<file path="src/rtl/mem_access_pkg.sv">
// Shared encodings for the load/store sequencer: access sizes, FSM states
// and the big-endian lane position helper.
package mem_access_pkg;

    localparam logic [1:0] SZ_BYTE = 2'b00;
    localparam logic [1:0] SZ_HALF = 2'b01;
    localparam logic [1:0] SZ_WORD = 2'b10;

    localparam int unsigned LANE_W = 8;

    typedef enum logic [1:0] {
        ST_IDLE,
        ST_READ,
        ST_WRITE,
        ST_RESP
    } state_e;

    // Big-endian: offset 0 is the most significant lane, so the shift shrinks as offset grows.
    function automatic logic [4:0] lane_shift(input logic [1:0] off, input logic [1:0] size);
        case (size)
            SZ_BYTE: return {~off, 3'b000};
            SZ_HALF: return {~off[1], 4'b0000};
            default: return 5'd0;
        endcase
    endfunction

endpackage

</file>
<file path="src/rtl/mem_lane_align.sv">
// Combinational lane steering: load extraction with sign/zero extension
// and sub-word store merge into an existing memory word.
module mem_lane_align
    import mem_access_pkg::*;
(
    input  logic [31:0] rd_word_i,
    input  logic [1:0]  off_i,
    input  logic [1:0]  size_i,
    input  logic        uns_i,
    input  logic [31:0] st_data_i,
    output logic [31:0] ld_data_o,
    output logic [31:0] st_word_o
);

    function automatic logic [31:0] load_extract(input logic [31:0] word, input logic [1:0] off,
                                                 input logic [1:0] size, input logic uns);
        logic [31:0] sh;
        sh = word >> lane_shift(off, size);
        case (size)
            SZ_BYTE: return uns ? {24'h0, sh[7:0]}  : {{24{sh[7]}}, sh[7:0]};
            SZ_HALF: return uns ? {16'h0, sh[15:0]} : {{16{sh[15]}}, sh[15:0]};
            default: return word;
        endcase
    endfunction

    function automatic logic [31:0] store_merge(input logic [31:0] old, input logic [31:0] data,
                                                input logic [1:0] off, input logic [1:0] size);
        logic [31:0] mask;
        logic [4:0]  sh;
        sh = lane_shift(off, size);
        case (size)
            SZ_BYTE: mask = 32'h0000_00FF;
            SZ_HALF: mask = 32'h0000_FFFF;
            default: mask = 32'hFFFF_FFFF;
        endcase
        mask = mask << sh;
        return (old & ~mask) | ((data << sh) & mask);
    endfunction

    assign ld_data_o = load_extract(rd_word_i, off_i, size_i, uns_i);
    assign st_word_o = store_merge(rd_word_i, st_data_i, off_i, size_i);

endmodule

</file>
<file path="src/rtl/mem_access_unit.sv">
// Load/store sequencer in front of the word-addressed data memory; sub-word
// stores are done as read-modify-write, every output is registered.
module mem_access_unit
    import mem_access_pkg::*;
#(
    parameter int unsigned MEM_WORDS = 256
) (
    input  logic        clk,
    input  logic        rst_n,
    input  logic        req_valid,
    output logic        req_ready,
    input  logic        req_write,
    input  logic [1:0]  req_size,
    input  logic        req_unsigned,
    input  logic [31:0] req_addr,
    input  logic [31:0] req_wdata,
    output logic        resp_valid,
    output logic [31:0] resp_rdata,
    output logic        resp_error,
    output logic [31:0] mem_address,
    output logic [31:0] mem_write_data,
    output logic        mem_read_signal,
    output logic        mem_write_signal,
    input  logic [31:0] mem_read_data
);

    state_e      state_q, state_d;
    logic        wr_q, wr_d;
    logic [1:0]  size_q, size_d;
    logic [1:0]  off_q, off_d;
    logic        uns_q, uns_d;
    logic [31:0] wdata_q, wdata_d;
    logic [31:0] addr_q, addr_d;
    logic [31:0] mwd_q, mwd_d;
    logic [31:0] rdata_q, rdata_d;
    logic        err_q, err_d;
    logic        ready_q, rvld_q, rd_q, wrs_q;
    logic        req_err;
    logic [31:0] ld_data, st_word;

    assign req_err = (req_size == 2'b11)
                   || (req_size == SZ_HALF && req_addr[0])
                   || (req_size == SZ_WORD && req_addr[1:0] != 2'b00)
                   || ({2'b00, req_addr[31:2]} >= 32'(MEM_WORDS));

    mem_lane_align u_align (
        .rd_word_i (mem_read_data),
        .off_i     (off_q),
        .size_i    (size_q),
        .uns_i     (uns_q),
        .st_data_i (wdata_q),
        .ld_data_o (ld_data),
        .st_word_o (st_word)
    );

    always_comb begin
        state_d = state_q;
        wr_d    = wr_q;
        size_d  = size_q;
        off_d   = off_q;
        uns_d   = uns_q;
        wdata_d = wdata_q;
        addr_d  = addr_q;
        mwd_d   = mwd_q;
        rdata_d = 32'h0;
        err_d   = 1'b0;
        case (state_q)
            ST_IDLE: begin
                if (req_valid) begin
                    wr_d    = req_write;
                    size_d  = req_size;
                    off_d   = req_addr[1:0];
                    uns_d   = req_unsigned;
                    wdata_d = req_wdata;
                    if (req_err) begin
                        state_d = ST_RESP;
                        err_d   = 1'b1;
                    end else begin
                        addr_d = {2'b00, req_addr[31:2]};
                        if (req_write && req_size == SZ_WORD) begin
                            state_d = ST_WRITE;
                            mwd_d   = req_wdata;
                        end else begin
                            state_d = ST_READ;
                        end
                    end
                end
            end
            ST_READ: begin
                if (wr_q) begin
                    mwd_d   = st_word;
                    state_d = ST_WRITE;
                end else begin
                    rdata_d = ld_data;
                    state_d = ST_RESP;
                end
            end
            ST_WRITE: state_d = ST_RESP;
            ST_RESP:  state_d = ST_IDLE;
            default:  state_d = ST_IDLE;
        endcase
    end

    // Outputs are registered from the next state so they line up with the state register.
    always_ff @(posedge clk or negedge rst_n) begin
        if (!rst_n) begin
            state_q <= ST_IDLE;
            ready_q <= 1'b1;
            rvld_q  <= 1'b0;
            rd_q    <= 1'b0;
            wrs_q   <= 1'b0;
            err_q   <= 1'b0;
            rdata_q <= 32'h0;
            addr_q  <= 32'h0;
            mwd_q   <= 32'h0;
        end else begin
            state_q <= state_d;
            ready_q <= (state_d == ST_IDLE);
            rvld_q  <= (state_d == ST_RESP);
            rd_q    <= (state_d == ST_READ);
            wrs_q   <= (state_d == ST_WRITE);
            err_q   <= err_d;
            rdata_q <= rdata_d;
            addr_q  <= addr_d;
            mwd_q   <= mwd_d;
        end
    end

    // Latched request fields are only consumed while a request is in flight.
    always_ff @(posedge clk) begin
        wr_q    <= wr_d;
        size_q  <= size_d;
        off_q   <= off_d;
        uns_q   <= uns_d;
        wdata_q <= wdata_d;
    end

    assign req_ready        = ready_q;
    assign resp_valid       = rvld_q;
    assign resp_rdata       = rdata_q;
    assign resp_error       = err_q;
    assign mem_address      = addr_q;
    assign mem_write_data   = mwd_q;
    assign mem_read_signal  = rd_q;
    assign mem_write_signal = wrs_q;

endmodule
</file>
<file path="config.mk">
export PLATFORM = sky130hd
export DESIGN_NAME = mem_access_unit
export DESIGN_NICKNAME = d
export VERILOG_FILES = /design/src/rtl/mem_access_pkg.sv /design/src/rtl/mem_lane_align.sv /design/src/rtl/mem_access_unit.sv
export SDC_FILE = /design/constraint.sdc
export NUM_CORES = 1
export LEC_CHECK = 0
export ABC_CLOCK_PERIOD_IN_PS = 2700
export CORE_MARGIN = 3
export CORE_UTILIZATION = 44
export CTS_BUF_LIST = sky130_fd_sc_hd__clkbuf_2
export CTS_CLUSTER_DIAMETER = 60
export DETAILED_ROUTE_END_ITERATION = 8
export GPL_TIMING_DRIVEN = 0
export PLACE_DENSITY_LB_ADDON = 0.12
export RECOVER_POWER = 25
export SYNTH_ARGS = -nofsm -noshare
export SYNTH_HDL_FRONTEND = slang
export SYNTH_SLANG_ARGS = --single-unit
export TNS_END_PERCENT = 5
</file>
<file path="constraint.sdc">
create_clock -name clk -period 2.7 [get_ports clk]
set_input_delay 0.405 -clock clk [delete_from_list [all_inputs] [get_ports clk]]
set_output_delay 0.405 -clock clk [all_outputs]
set_load 0.01 [all_outputs]
</file>
== Word-level counts from Yosys, hierarchy flattened ==
Index checks and enable logic that the tools add are counted.
Word-level totals
  bits in registers: 139
  latch bits: 0
  memory bits (writable): 0
  bits in read-only memories: 0
  input port bits: 103
  memories: 0
Cells by class
  add/subtract/negate cells: 0
  multiply operators: 0
  div/mod/pow operators: 0
  $lt $le $gt $ge: 1
  equality and inequality tests: 14
  shift operators: 3
  mux-type cells: 20
  bitwise logic cells: 7
  reductions and logical operators: 14
Operators by type and width (count)
  $mux W32: 8
  $pmux W32 S2: 3
  $and A32 B32 Y32: 2
  $shl A32 B5 Y32: 2
  $not A32 Y32: 1
  $or A32 B32 Y32: 1
  $shr A32 B5 Y16: 1
  $ge A30 B9 Y1 const B: 1
  $eq A2 B2 Y1 const B: 6
  $pmux W5 S2: 1
  $eq A2 B1 Y1 const B: 4
  $ne A2 B2 Y1 const B: 4
  $pmux W2 S4: 1
  $logic_not A2 Y1: 3
  $mux W2: 3
  $reduce_and A5 Y1: 1
  $mux W1: 4
  $reduce_bool A2 Y1: 2
  $logic_and A1 B1 Y1: 3
  $logic_or A1 B1 Y1: 3
  $reduce_and A3 Y1: 1
  $not A1 Y1: 2
  $not A2 Y2: 1
  $reduce_and A2 Y1: 1

== Depth between registers and ports, before layout ==
  depth in word-level cells: 9
  gate-level depth with buffers: 9
  depth with buffers taken out: 6

== By module ==
A second synthesis with hierarchy kept.
Second synthesis, totals
  cells, all modules: 702
  area total of the unflattened synthesis: 7244.4 µm²
Modules (own cells, without submodules)
  mem_access_unit: instances 1, cells each 468, area an instance 5819.3 µm²
  mem_lane_align: instances 1, cells each 234, area an instance 1425.1 µm²

== Least setup slack after synthesis ==
No wires, ideal clock.
  kind: register to register
  start point: register state_q[1]
  end point: register mwd_q[2] (netlist: mem_write_data[2])
  setup time: 0.122 ns
  arrival time: 1.881 ns
  required time: 2.578 ns
  slack: 0.698 ns
  cell stages (with the launch flop): 8
  path buffers: 1
  clock period less this slack: 2.002 ns
  cell sequence: dfrtp_1 > inv_1 > ha_1 > mux2_2 > a31oi_1 > clkbuf_1 > a311oi_1 > a32o_1
On the way
  cells in the longest elaborated chain, start to end: 3
RTL lines
  from (decl): line mem_access_unit.sv:27  | state_e state_q, state_d;
  from (signal assigned): line mem_access_unit.sv:117  | state_q <= state_d;
  $eq A2 B1 Y1 or $logic_not A2 Y1 (tied branches): line mem_access_unit.sv:67  | case (state_q)
  $ne A2 B2 Y1 (no source line) or $reduce_bool A2 Y1 (tied branches)
  $reduce_and A5 Y1 (no source line)
  to (signal assigned): line mem_access_unit.sv:125  | mwd_q <= mwd_d;
  to (decl): line mem_access_unit.sv:34  | logic [31:0] mwd_q, mwd_d;
Several ways; a longest one is shown, not always the timed one.
A chain may end at the register's enable or synchronous reset.

== Worst setup path after layout ==
  start point: register size_q[1]
  end point: register mwd_q[24] (netlist: mem_write_data[24])
On the way
  cells in the longest elaborated chain, start to end: 8
RTL lines
  from (decl): line mem_access_unit.sv:29  | logic [1:0] size_q, size_d;
  from (signal assigned): line mem_access_unit.sv:132  | size_q <= size_d;
  $eq A2 B1 Y1 or $logic_not A2 Y1 (tied branches): line mem_access_pkg.sv:20, mem_lane_align.sv:31
  $pmux W32 S2 or $pmux W5 S2 (tied branches): line mem_lane_align.sv:31, mem_access_pkg.sv:20
  $shl A32 B5 Y32: line mem_lane_align.sv:36  | mask = mask << sh;
  $not A32 Y32: line mem_lane_align.sv:37  | return (old & ~mask) | ((data << sh) & mask);
  $and A32 B32 Y32: line mem_lane_align.sv:37
  $or A32 B32 Y32 *: line mem_lane_align.sv:37
  $mux W32 *: line mem_access_unit.sv:90  | if (wr_q) begin
  $pmux W32 S2 *: line mem_access_unit.sv:67
Mark *: on every way between the ends. The rest lies on a longest branch, timed or not. The select of a mux whose other input is x is not followed.

==> results_dict.tcl <==
set metrics [dict create \
    hold_start "req_wdata[15]" \
    placementRows 45 \
    die_area_um2 17600 \
    mostFrequentLayoutCells "clkdlybuf4s50_1, dfrtp_1, nor2_1" \
    failed_checks "max-capacitance violations, max-slew violations" \
    drt_iter0_drc 580 \
    multi_input_comb_area_um2 3020 \
    ctsRootBufferMaster "clkbuf_2" \
    pwr_density_cell_nw_per_um2 713 \
    critPathRequiredTime_ps 3340 \
    cts-buffers-inserted 17 \
    netlist-cell-type-count 54 \
    clock_power_share_pct 19.2 \
    r2r_cells 6 \
    maxCapViolations 1 \
    max_slew_margin_pct -29.0 \
    rsz0062_at_grt "true" \
    drive_gt1_share_pct 9.56 \
    whs_path_cells 1 \
    post_synth.cell_area_avg_um2 10.5 \
    area_growth_syn_to_layout_pct 36.4 \
    n_antenna_cell 0 \
    crit_path_end_kind "flip-flop" \
    grt_antenna_before_repair 0 \
    syn_area_um2 7080 \
    longest_clk_path_bufs 2 \
    seqPwrFrac_pct 40.8 \
    synth_top_flop_cell "dfrtp_1" \
    syn_inst 674 \
    timing.reg2reg.setup_slack_ps 170 \
    dp.cells 1088 \
    detailedRoute.firstPassIterationCount 5 \
    insertion_delay_to_the_later_sink_of_the_worst_skew_pair_ps 790 \
    power.share.switching_pct 37.9 \
    routed-via-count 6625 \
    die_width_um 133 \
    finalCriticalPeriod_ps 2530 \
    finalHoldViolations 0 \
    grt_pass1_vias 6594 \
    reg2reg_from "size_q[1]$_DFFE_PP_" \
    cts.sinks 139 \
    synth_async_reset_ratio_pct 72.7 \
    leakage_uw 0.00390 \
    cts_tree "yes" \
    setup_viol 0 \
    num-fill-cells 1257 \
    sequential_cell_area_um2 3670 \
    route.final.wire_length_um 25500 \
    ys_seq_elements 139 \
    timing.critical_path.from_type "flip-flop" \
    layoutNonFillerInstCount 1121 \
    timing.final.ws_setup_ps 170 \
    dieHeight_um 133 \
    pin_count 204 \
    drt-vias-per-instance 5.91 \
    floorplan.initialDensity_pct 45.7 \
    run_status "finished with violations" \
    finalMaxSlewViolations 36 \
    holdWs_ps 246 \
    gpl.final_weighted_congestion 0.967 \
    crit_path_max_fanout 10 \
    intPower_uw 4270 \
    layout.cells.most_common "clkdlybuf4s50_1" \
    maximum_ir_drop_on_the_vdd_rail_mv 0.607 \
    final_net_count 1003 \
    p_total_uw 6880 \
    synth-edff-count 38 \
    worst_slew_pin_slew_ps 1940 \
    skew_ps 38.8 \
    core-area_um2 15500 \
    regToRegEndpoint "mem_write_data[24]$_DFFE_PN0P_" \
    cp.arrival_ps 3170 \
    htree_num_levels 4 \
    grt_util_all_layers_pct 28.8 \
    grt.overflow.total 0 \
    hold_path_class "input pin to flip-flop" \
    clkTransAtPathRegs_ps 260 \
    dpl_cell_area_um2 9380 \
    wire_length_of_the_first_global_routing_pass_um 38800 \
    synth.yosys.warnings 0 \
    wl_per_cell_um 22.7 \
    number_of_port_buffers 201 \
    timing.hold.worst_endpoint "wdata_q[15]$_DFFE_PP_" \
    worstSetupStartpoint "size_q[1]$_DFFE_PP_" \
    clock.fmax_mhz 395 \
    final_standard_cell_area_without_fillers_um2 9650 \
    combinationalPowerShare_pct 40.1 \
    cts_setup_buffers 0 \
    fin_crit_sh_pct 93.7 \
    detailedPlacementHpwl_um 19100 \
    grt_max_degree 67 \
    dp_worst_setup_slack_ps 20.2 \
    sequential_fraction_of_the_synthesis_area_pct 51.9 \
    drc 0 \
    p_sw_uw 2610 \
    detail-route-antenna-nets 0 \
    worstSetupPathType "flip-flop to flip-flop" \
]
-- through the flow --
stage	setup TNS (ps)	utilization [%]
floorplan	0	-
global route	0	62.3
CTS	0	62.2
finish	0	62.3
global placement	-214290	60.4
detailed placement	0	60.6
-- how the worst max path moves through the flow --
stage / slack, ps / cells past startpoint / endpoint
2_1_floorplan: 700 / 7 / mem_write_data[2]$_DFFE_PN0P_
3_3_place_gp: -2150 / 1 / mem_write_data[30]$_DFFE_PN0P_
3_5_place_dp: 20 / 6 / mem_write_data[21]$_DFFE_PN0P_
4_1_cts: 30 / 7 / mem_write_data[24]$_DFFE_PN0P_
5_1_grt: 0.006 / 7 / mem_write_data[24]$_DFFE_PN0P_
6_report: 170 / 6 / mem_write_data[24]$_DFFE_PN0P_
-- metal layers --
metal | routed length, µm | global-route usage (%)
met5 | 0 | 0
met1 | 11100 | 41.4
met3 | 1960 | 5.67
met4 | 527 | 8.31
met2 | 11900 | 44.7
-- synth_stat cells (9+ instances only) --
master    instances  area, µm²
a211o_1          15        131
a21oi_1          30        150
a221oi_1         13        114
a22oi_1          32        240
a311oi_1         32        280
and2_1           18        113
buf_2            15       75.1
clkbuf_1         39        146
dfrtp_1         100       2500
edfxtp_1         38       1140
inv_1            24       90.1
mux2_2            9        101
nand2_1          24       90.1
nand2b_1         11       68.8
nand3b_1         12       90.1
nor2_1           67        251
nor2b_1          50        313
nor3_1           12       60.1
o21ai_0          25        125
-- flip-flops by register name, indices dropped and copies added, names as in the netlist --
name and count:
mem_write_data 32, resp_rdata 32, wdata_q 32, mem_address 30
off_q 2, size_q 2, state_q 2, mem_read_signal 1
mem_write_signal 1, req_ready 1, resp_error 1, resp_valid 1
uns_q 1, wr_q 1
-- critical path, stage by stage (launching register included) --
cell      delay (ps)
edfxtp_1         450
buf_2            290
buf_2            330
buf_1            540
a221oi_1         210
a311oi_1         470
a22oi_1          120
-- repair_timing --
action | CTS | global route
gates resized for setup | 0 | 11
hold buffers | 1 | 0
endpoints found under the setup margin | 0 | 12
hold endpoints to repair | 100 | 0
-- area by class of cell --
class | instances | area share (%)
inverters | 24 | 0.934
plain buffers | 65 | 3.23
flip-flops and latches | 139 | 38.0
multi-input cells | 447 | 31.3
clock inverters | 14 | 1.63
repair buffers | 203 | 21.2
well taps | 211 | 2.74
clock buffers | 18 | 0.934
-- power by group through the flow --
stage	clock network (µW)	registers, µW	logic (µW)
detailed placement	0	2840	2720
finish	1320	2800	2750
global route	1430	2840	2970
CTS	1330	2800	2740
global placement	0	2820	2640
floorplan	0	2930	1290
-- cell families after synthesis --
group           after synthesis  share of synthesized area (%)
mux                          19                           3.47
fa+ha+maj                     3                          0.531
buf+inv                      89                           5.59
flops                       139                           51.9
simple gates                226                           17.8
compound gates              197                           20.7
other cells                   1                         0.0530
(Power assumes the default switching activity.)
